**config.mk**
```make
export PLATFORM = sky130hd
export DESIGN_NAME = lz_normalize_pipe
export DESIGN_NICKNAME = d
export VERILOG_FILES = /design/src/rtl/lz_pkg.sv /design/src/rtl/lz_priority_enc.sv /design/src/rtl/lz_normalize_pipe.sv
export SDC_FILE = /design/constraint.sdc
export NUM_CORES = 1
export LEC_CHECK = 0
export CAP_MARGIN = 20
export CORE_MARGIN = 3
export CORE_UTILIZATION = 50
export DETAILED_ROUTE_END_ITERATION = 8
export PLACE_DENSITY_LB_ADDON = 0.25
export SLEW_MARGIN = 15
export SYNTH_ARGS = -nofsm -noshare
export SYNTH_HDL_FRONTEND = slang
export SYNTH_SLANG_ARGS = --single-unit
```
**constraint.sdc**
```tcl
create_clock -name clk -period 1.5 [get_ports clk]
set_clock_uncertainty 0.1 [all_clocks]
set_input_delay 0.15 -clock clk [delete_from_list [all_inputs] [get_ports clk]]
set_output_delay 0.15 -clock clk [all_outputs]
set_load 0.01 [all_outputs]
```
**src/rtl/lz_pkg.sv**
```systemverilog
// Shared constants and width helper for the leading-zero normalizer.
package lz_pkg;

  // Count width that can hold every value 0..n inclusive.
  function automatic int clog2p1(input int n);
    int w;
    w = 0;
    while ((1 << w) < (n + 1)) w++;
    return w;
  endfunction

  localparam int LZ_N  = 8;
  localparam int LZ_CW = clog2p1(LZ_N);

endpackage

```
**src/rtl/lz_priority_enc.sv**
```systemverilog
// Combinational leading-zero counter: MSB-first count, N for an all-zero word.
module lz_priority_enc
  import lz_pkg::*;
#(
  parameter int N = LZ_N,
  localparam int CW = clog2p1(N)
) (
  input  logic [N-1:0]  data,
  output logic [CW-1:0] lzc,
  output logic          zero
);

  // Scanning upward lets the highest set bit overwrite any lower hit.
  always_comb begin
    lzc = CW'(N);
    for (int i = 0; i < N; i++) begin
      if (data[i]) lzc = CW'(N - 1 - i);
    end
  end

  assign zero = ~|data;

endmodule

```
**src/rtl/lz_normalize_pipe.sv**
```systemverilog
// Two-stage normalizer: S1 captures the word and its lzc, S2 holds the shifted result.
module lz_normalize_pipe
  import lz_pkg::*;
#(
  parameter int N = LZ_N,
  localparam int CW = clog2p1(N)
) (
  input  logic          clk,
  input  logic          rst_n,
  input  logic          in_valid,
  output logic          in_ready,
  input  logic [N-1:0]  in_data,
  output logic          out_valid,
  input  logic          out_ready,
  output logic [N-1:0]  out_data,
  output logic [CW-1:0] out_lzc,
  output logic          out_zero
);

  localparam int SW = $clog2(N);

  logic          s1_valid;
  logic [N-1:0]  s1_data;
  logic [CW-1:0] s1_lzc;
  logic          s1_zero;
  logic          s2_valid;
  logic [N-1:0]  s2_data;
  logic [CW-1:0] s2_lzc;
  logic          s2_zero;
  logic          s1_en;
  logic          s2_en;
  logic [CW-1:0] enc_lzc;
  logic          enc_zero;
  logic [N-1:0]  lvl [0:SW];

  lz_priority_enc #(.N(N)) u_enc (
    .data (in_data),
    .lzc  (enc_lzc),
    .zero (enc_zero)
  );

  assign s2_en    = !s2_valid | out_ready;
  assign s1_en    = !s1_valid | s2_en;
  assign in_ready = s1_en;

  // Barrel shifter; an lzc of N only occurs for a zero word, so its low bits are harmless.
  assign lvl[0] = s1_data;
  for (genvar g = 0; g < SW; g++) begin : g_shift
    assign lvl[g+1] = s1_lzc[g] ? (lvl[g] << (2 ** g)) : lvl[g];
  end

  always_ff @(posedge clk) begin
    if (!rst_n) begin
      s1_valid <= 1'b0;
      s1_data  <= '0;
      s1_lzc   <= '0;
      s1_zero  <= 1'b0;
      s2_valid <= 1'b0;
      s2_data  <= '0;
      s2_lzc   <= '0;
      s2_zero  <= 1'b0;
    end else begin
      if (s1_en) begin
        s1_valid <= in_valid;
        if (in_valid) begin
          s1_data <= in_data;
          s1_lzc  <= enc_lzc;
          s1_zero <= enc_zero;
        end
      end
      if (s2_en) begin
        s2_valid <= s1_valid;
        if (s1_valid) begin
          s2_data <= lvl[SW];
          s2_lzc  <= s1_lzc;
          s2_zero <= s1_zero;
        end
      end
    end
  end

  assign out_valid = s2_valid;
  assign out_data  = s2_data;
  assign out_lzc   = s2_lzc;
  assign out_zero  = s2_zero;

endmodule
```
**After elaboration in Yosys (flattened, before gate mapping)**

Cells that the tools add are included.

- Bitwise operators: 2
- Reductions and logical operators: 6
- Mux-type cells: 11

Operator list:

| cell | number |
|---|---|
| 2-to-1 mux 4 bit | 8 |
| 2-to-1 mux 8 bit | 3 |
| OR reduction 8 bit | 1 |
| AND reduction 2 bit | 2 |
| zero test 1 bit | 3 |
| OR 1 bit | 2 |

- Register bits after elaboration: 28
- Bits of input ports: 12
- Word-level logic and storage cells: 27
- Output and inout port bits: 15

**Longest topological paths before layout**

Gate-level depths: netlist (run 1).

- Depth after elaboration: 8
- Gate-level depth with buffers: 6
- Depth with buffers taken out: 4

**By module**

Synthesis (run 1) repeated with hierarchy kept, for this count alone.

- Cell total of the unflattened synthesis: 166
- Area, all modules: 1,373.8 sq um

By module, submodules not included:

| module | cells an instance | area an instance (sq um) | times used | seq. area each (sq um) |
|---|---|---|---|---|
| lz_normalize_pipe | 151 | 1,273.7 | 1 | 560.5 |
| lz_priority_enc | 15 | 100.1 | 1 | 0.0 |

**Least setup slack after synthesis (run 1)**

OpenSTA, ideal clock, no wires.

- Kind: flip-flop to flip-flop
- Start point: register s2_valid (netlist: out_valid)
- End point: register s2_data[7] (netlist: out_data[7])
- Slack: 0.180 ns
- Data required time: 1.279 ns
- Library setup time: 0.121 ns
- Arrival: 1.099 ns
- Period minus slack after synthesis: 1.320 ns
- Stages on the path, launching flop included: 7
- Path buffers: 2
- Path through: dfxtp_1 nand2b_1 and2_1 clkbuf_1 buf_2 o21ai_0 a21oi_1

- Longest elaborated chain between the ends: 3

RTL lines:

| what | line | RTL |
|---|---|---|
| start: declaration | lz_normalize_pipe.sv:26 | `logic s2_valid;` |
| start signal: assignment | lz_normalize_pipe.sv:72 | `s2_valid <= s1_valid;` |
| zero test 1 bit | lz_normalize_pipe.sv:42 | `assign s2_en = !s2_valid \| out_ready;` |
| OR 1 bit | lz_normalize_pipe.sv:42 |  |
| AND reduction 2 bit (no source line) | - |  |
| end signal: assignment | lz_normalize_pipe.sv:74 | `s2_data <= lvl[SW];` |
| end: declaration | lz_normalize_pipe.sv:27 | `logic [N-1:0] s2_data;` |

No other way between the ends.
A chain may end at the register's enable or synchronous reset.

**Worst setup path in the final report (run 1)**

- Start point: register s1_lzc[0]
- End point: register s2_data[7] (netlist: out_data[7])

- Longest elaborated chain between the ends: 3

RTL lines:

| what | line | RTL |
|---|---|---|
| start: declaration | lz_normalize_pipe.sv:24 | `logic [CW-1:0] s1_lzc;` |
| start signal: assignment | lz_normalize_pipe.sv:67 | `s1_lzc <= enc_lzc;` |
| 2-to-1 mux 8 bit (3 in a row) | lz_normalize_pipe.sv:49 | `assign lvl[g+1] = s1_lzc[g] ? (lvl[g] << (2 ** g)) : lvl[g];` |

No other way between the ends.

==> flow_metrics.py, run 1 <==
metrics = {
    "timing": {
        "holdWs_ns": 0.369,
        "fin_crit_sh": 0.963,
        "tightest_slew_ns": 0.365,
        "final_max_slew_viol_count": 0,
        "maxClockFrequency_mhz": 693,
        "rsz0062_at_grt": "no",
        "min_period_ns": 1.44,
        "finalHoldViolations": 0,
        "setup_viol_count_final": 0,
        "tns_ns": 0,
        "slew-limit-headroom": 0.754,
    },
    "floorplanning": {
        "fp.dieArea_um2": 3290,
        "design.core.area_um2": 2360,
        "dieWidth_um": 57.4,
        "die_y_um": 57.4,
        "start_util": 0.559,
        "row_count": 17,
        "io_pins": 27,
    },
    "power_and_ir_drop": {
        "pwr-share-seq": 0.561,
        "power_density_nw_per_um2": 761,
        "switching_share": 0.246,
        "pwr-share-comb": 0.183,
        "p_leak_uw": 0.000942,
        "internal_power_uw": 1070,
        "power_switching_uw": 349,
        "p_clk_frac": 0.255,
        "ir_drop_mv": 0.879,
    },
    "clocking": {
        "path_clk_slew_ns": 0.15,
        "cts_max_path_buffers": 2,
        "cts_setup_buffers": 0,
        "h-tree-depth": 1,
        "cts_root_buf": "clkbuf_4",
        "cts_hold_buf": 0,
        "cts-buffers-inserted": 3,
        "cts.sinks": 28,
        "clk_latency_ns": 0.33,
        "cts_tree": "yes",
        "cts_resized": 2,
    },
    "final_layout": {
        "num-fill-cells": 153,
        "final_cells": 231,
        "drive_gt1_frac": 0.207,
        "nNetsFinal": 216,
        "post-route-util": 0.790,
        "seq_area_um2": 563,
        "syn_to_final_growth_pct": 41.2,
        "most-common-layout-cells": "33 x nand2_1, 26 x dfxtp_1, 26 x buf_4",
        "diodes": 0,
        "final_area_um2": 1860,
        "multi_input_area_um2": 706,
        "mostFrequentLayoutCell": "nand2_1",
    },
    "global_routing": {
        "grt_util_all_layers": 0.203,
        "grt_antenna_before_repair": 0,
        "grt_pass1_vias": 1222,
        "grt_pass1_wl_um": 5310,
        "grt_max_degree": 19,
        "grt.overflow.total": 0,
    },
    "yosys": {
        "synth_area_leaders": "dfxtp_1 42%, a21boi_0 14%, nand2_1 9.4%",
        "synth_fp_nets": 167,
        "yosys.cell_types.count": 29,
        "ys_seq_elements": 28,
        "avgSynthCellArea_um2": 8.52,
        "postSynthCellCount": 155,
        "yosys_warnings": 0,
        "yosysTopAreaCellShare": 0.425,
        "synth_area_um2": 1320,
        "synth_seq_area_share": 0.425,
        "yosys.area.top_type": "dfxtp_1",
    },
    "place": {
        "gp_congestion": 0.835,
        "numPortBuffers": 26,
        "dpl.hpwl_um": 2450,
        "dpl_cell_area_um2": 1790,
        "dp_cells": 227,
    },
    "drt": {
        "wirelength_um": 3170,
        "drc": 0,
        "dr_wl_met3_um": 115,
        "num_vias": 1233,
        "via_per_inst": 5.34,
        "ant_nets": 0,
        "wl_per_cell_um": 13.7,
        "highest_layer": "met4",
        "drtPass1Iterations": 4,
        "met1_length_um": 1400,
        "drt_iter0_drc": 45,
        "routed-wl-met2_um": 1600,
    },
    "worst_setup_path": {
        "criticalPathCategory": "reg2reg",
        "worstSetupEndpoint": "out_data[7]",
        "crit_start": "s1_lzc[0]",
        "rrSetupSlack_ns": 0.06,
        "endpoint_kind": "flip-flop",
        "path_max_fanout": 6,
        "cp_data_required_time_ns": 1.67,
        "r2r_start": "s1_lzc[0]",
        "setup.worst_path.start_class": "flip-flop",
        "cp.arrival_ns": 1.61,
        "rr_worst_depth": 4,
        "r2r_end": "out_data[7]",
    },
    "status": {
        "status": "finished clean",
    },
    "worst_hold_path": {
        "hp-start": "out_data[3]",
        "hp-class": "reg2reg",
    },
    "job": {
        "maxCapViolations": 0,
    },
}
## worst min path at each step
stage | cells after the start | endpoint
2_1_floorplan | 2 | out_data[6]
3_3_place_gp | 2 | out_data[2]
3_5_place_dp | 2 | out_lzc[2]
4_1_cts | 2 | out_lzc[0]
5_1_grt | 2 | out_lzc[2]
6_report | 2 | out_data[3]
## synthesized netlist by cell type (all sizes together)
cell type and count:
clkbuf 6, inv 5, nor4 2, a22oi 1, dfxtp 28, nor2b 2
mux2 4, o211a 1, nand4 1, o2111ai 2, a211o 1, and2b 1
mux4 1, or3b 1, nand2 33, a21oi 2, a31oi 3, mux2i 5
a21boi 24, and2 1, nor2 6, o311ai 1, buf 3, o21ai 6
a2111o 1, nand3 11, nand3b 1, nand2b 2
## power by group through the flow
stage	Combinational (uW)	Sequential [uW]	Clock (uW)
after CTS	258	795	372
after global routing	284	801	400
after detailed placement	258	811	0
after floorplan	113	811	0
final	260	796	362
after global placement	251	809	0
## kinds of logic (layout without fill, tap and decap cells)
kind of cell           count (synthesis)  after routing  share of synthesized area
AND/OR/NAND/NOR                       61             61                      0.209
AO/OA/AOI/OAI                         42             42                      0.229
multiplexers                          10             10                     0.0891
flip-flops                            28             28                      0.425
buffers and inverters                 14             62                     0.0474
## area by class of cell
class / count / share of cell area
Clock buffer: 4 / 0.0195
Inverter: 5 / 0.0101
Multi-Input combinational cell: 113 / 0.379
Sequential cell: 28 / 0.302
Tap cell: 28 / 0.0188
Timing Repair Buffer: 53 / 0.271
## sequential cells by signal, indices dropped and copies added (netlist names)
| register | flops |
|---|---|
| out_zero | 1 |
| out_valid | 1 |
| out_lzc | 4 |
| out_data | 8 |
| s1_lzc | 4 |
| s1_data | 8 |
| s1_zero | 1 |
| s1_valid | 1 |
## routing by layer
| layer | track usage | vias to the layer above |
|---|---|---|
| li1 | - | 639 |
| met1 | 0.244 | 568 |
| met2 | 0.340 | 20 |
| met3 | 0.0633 | 6 |
| met4 | 0.0662 | 0 |
| met5 | 0 | - |
## worst max-delay path, stage by stage, from the launching register on
cell and delay, ns:
dfxtp_1 0.34, buf_4 0.16, mux2i_1 0.15, mux4_2 0.48, a21oi_1 0.16
## through the flow
stage | total power (uW) | worst slack, ns
finish | 1420 | 0.0562
detailed placement | 1070 | -0.163
CTS | 1420 | 0.00635
floorplan | 924 | 0.180
global placement | 1060 | -0.119
global route | 1480 | 0.00954
Note: power is estimated with default switching activity, not from simulation.
==> run 2, diff against run 1 <==
--- a/config.mk
+++ b/config.mk
@@ -9,7 +9,7 @@
 export CORE_MARGIN = 3
 export CORE_UTILIZATION = 50
 export DETAILED_ROUTE_END_ITERATION = 8
-export PLACE_DENSITY_LB_ADDON = 0.25
+export PLACE_DENSITY = 0.78
 export SLEW_MARGIN = 15
 export SYNTH_ARGS = -nofsm -noshare
 export SYNTH_HDL_FRONTEND = slang
==> flow_metrics.py, run 2 (same netlist as run 1, synthesis figures left out) <==
metrics = {
    "global_routing": {
        "grt_util_all_layers": 0.194,
        "grt.overflow.total": 0,
        "grt_pass1_vias": 1198,
        "grt_max_degree": 17,
        "grt_antenna_before_repair": 0,
        "grt_pass1_wl_um": 5130,
    },
    "place": {
        "gp_congestion": 0.869,
        "numPortBuffers": 26,
        "dp_cells": 220,
        "dpl.hpwl_um": 2420,
    },
    "drt": {
        "via_per_inst": 5.70,
        "num_vias": 1272,
        "drt_iter0_drc": 21,
        "drtPass1Iterations": 4,
        "wl_per_cell_um": 13.9,
        "drc": 0,
        "ant_nets": 0,
        "wirelength_um": 3090,
    },
    "final_layout": {
        "diodes": 0,
        "num-fill-cells": 174,
        "most-common-layout-cells": "33 x nand2_1, 26 x dfxtp_1, 24 x a21boi_0",
        "drive_gt1_frac": 0.159,
        "final_cells": 223,
        "mostFrequentLayoutCell": "nand2_1",
        "post-route-util": 0.756,
        "syn_to_final_growth_pct": 35.2,
        "nNetsFinal": 209,
    },
    "worst_hold_path": {
        "hp-class": "reg2reg",
        "hp-start": "out_data[3]",
        "min_to": "out_data[3]",
        "whs_path_depth": 2,
    },
    "worst_setup_path": {
        "cpPeakStageDelay_ns": 0.54,
        "criticalPathCategory": "reg2out",
        "cp.arrival_ns": 1.22,
        "critPathTopFamily": "buffers and inverters",
        "rrSetupSlack_ns": 0.11,
        "r2r_end": "out_data[7]",
        "setup.worst_path.start_class": "flip-flop",
        "rr_worst_depth": 4,
        "path_buf_inv": 1,
        "crit_path_cell_trace": "clkdlybuf4s50_1",
        "cp_data_required_time_ns": 1.25,
        "path_max_fanout": 2,
        "endpoint_kind": "output port",
        "cp_slowest_cell": "clkdlybuf4s50_1",
        "r2r_start": "s1_lzc[0]",
    },
    "clocking": {
        "h-tree-depth": 1,
        "cts.sinks": 28,
        "path_clk_slew_ns": 0.14,
        "cts_tree": "yes",
        "clk_latency_ns": 0.33,
        "cts_resized": 3,
        "cts_max_path_buffers": 2,
        "cts-buffers-inserted": 3,
        "cts_hold_buf": 0,
        "cts_root_buf": "clkbuf_4",
        "cts_setup_buffers": 0,
    },
    "floorplanning": {
        "row_count": 17,
        "die_y_um": 57.4,
        "dieWidth_um": 57.4,
        "start_util": 0.559,
        "io_pins": 27,
        "design.core.area_um2": 2360,
        "fp.dieArea_um2": 3290,
    },
    "power_and_ir_drop": {
        "pwr-share-seq": 0.592,
        "power.total_uw": 1340,
        "p_leak_uw": 0.000864,
        "internal_power_uw": 1000,
        "pwr-share-comb": 0.180,
        "power_density_nw_per_um2": 752,
        "p_clk_frac": 0.228,
        "power_switching_uw": 342,
        "ir_drop_mv": 0.720,
        "switching_share": 0.255,
    },
    "timing": {
        "slew-limit-headroom": 0.709,
        "rsz0062_at_grt": "no",
        "setup_viol_count_final": 0,
        "final_max_slew_viol_count": 0,
        "min_period_ns": 1.47,
        "holdWs_ns": 0.367,
        "finalHoldViolations": 0,
        "maxClockFrequency_mhz": 678,
        "tns_ns": 0,
        "tightest_slew_ns": 0.431,
        "fin_crit_sh": 0.983,
    },
    "job": {
        "maxCapViolations": 0,
    },
    "status": {
        "status": "finished clean",
    },
}
==> run 2: tightest hold or removal path: cells and delay by family, from the launching register on <==
kind             cells  cell delay [ns]
AND/OR/NAND/NOR      1             0.04
flip-flops           1             0.33
AO/OA/AOI/OAI        1             0.06
==> run 2: power by group through the flow <==
stage | registers [uW] | logic, uW | clock network, uW
after floorplan | 811 | 113 | 0
after global placement | 810 | 237 | 0
after detailed placement | 811 | 243 | 0
after CTS | 795 | 243 | 312
after global routing | 800 | 264 | 330
final | 794 | 241 | 306
==> run 2: per-stage QoR <==
stage | setup WS, ns | instance area [um^2]
CTS | 0.0110 | 1760
global placement | -0.104 | 1730
global route | 0.00115 | 1780
floorplan | 0.180 | 1320
detailed placement | -0.217 | 1730
finish | 0.0250 | 1780
==> run 2: routing by layer <==
layer	vias up	wire length, um	global-route usage
met5	-	0	0
met4	0	57	0.0563
met3	9	136	0.0452
met2	29	1500	0.332
met1	603	1390	0.242
li1	631	-	-
==> run 2: final cells by class <==
| class | count | area (um^2) | share of cell area |
|---|---|---|---|
| multi-input cells | 113 | 697 | 0.391 |
| flip-flops and latches | 28 | 563 | 0.316 |
| repair buffers | 46 | 448 | 0.251 |
| well taps | 28 | 35.0 | 0.0196 |
| clock buffers | 3 | 22.5 | 0.0126 |
| inverters | 5 | 18.8 | 0.0105 |
==> run 2: worst max-delay path by stage <==
stage | start | to | slack (ns) | cells past startpoint
after floorplan | out_valid | out_data[7] | 0.18 | 6
after global placement | in_data[7] | s1_lzc[2] | -0.10 | 4
after detailed placement | in_data[7] | s1_lzc[2] | -0.22 | 4
after CTS | out_lzc[3] | out_lzc[3] | 0.01 | 1
after global routing | s1_lzc[0] | out_data[2] | 0.001 | 5
final | out_data[2] | out_data[2] | 0.03 | 1
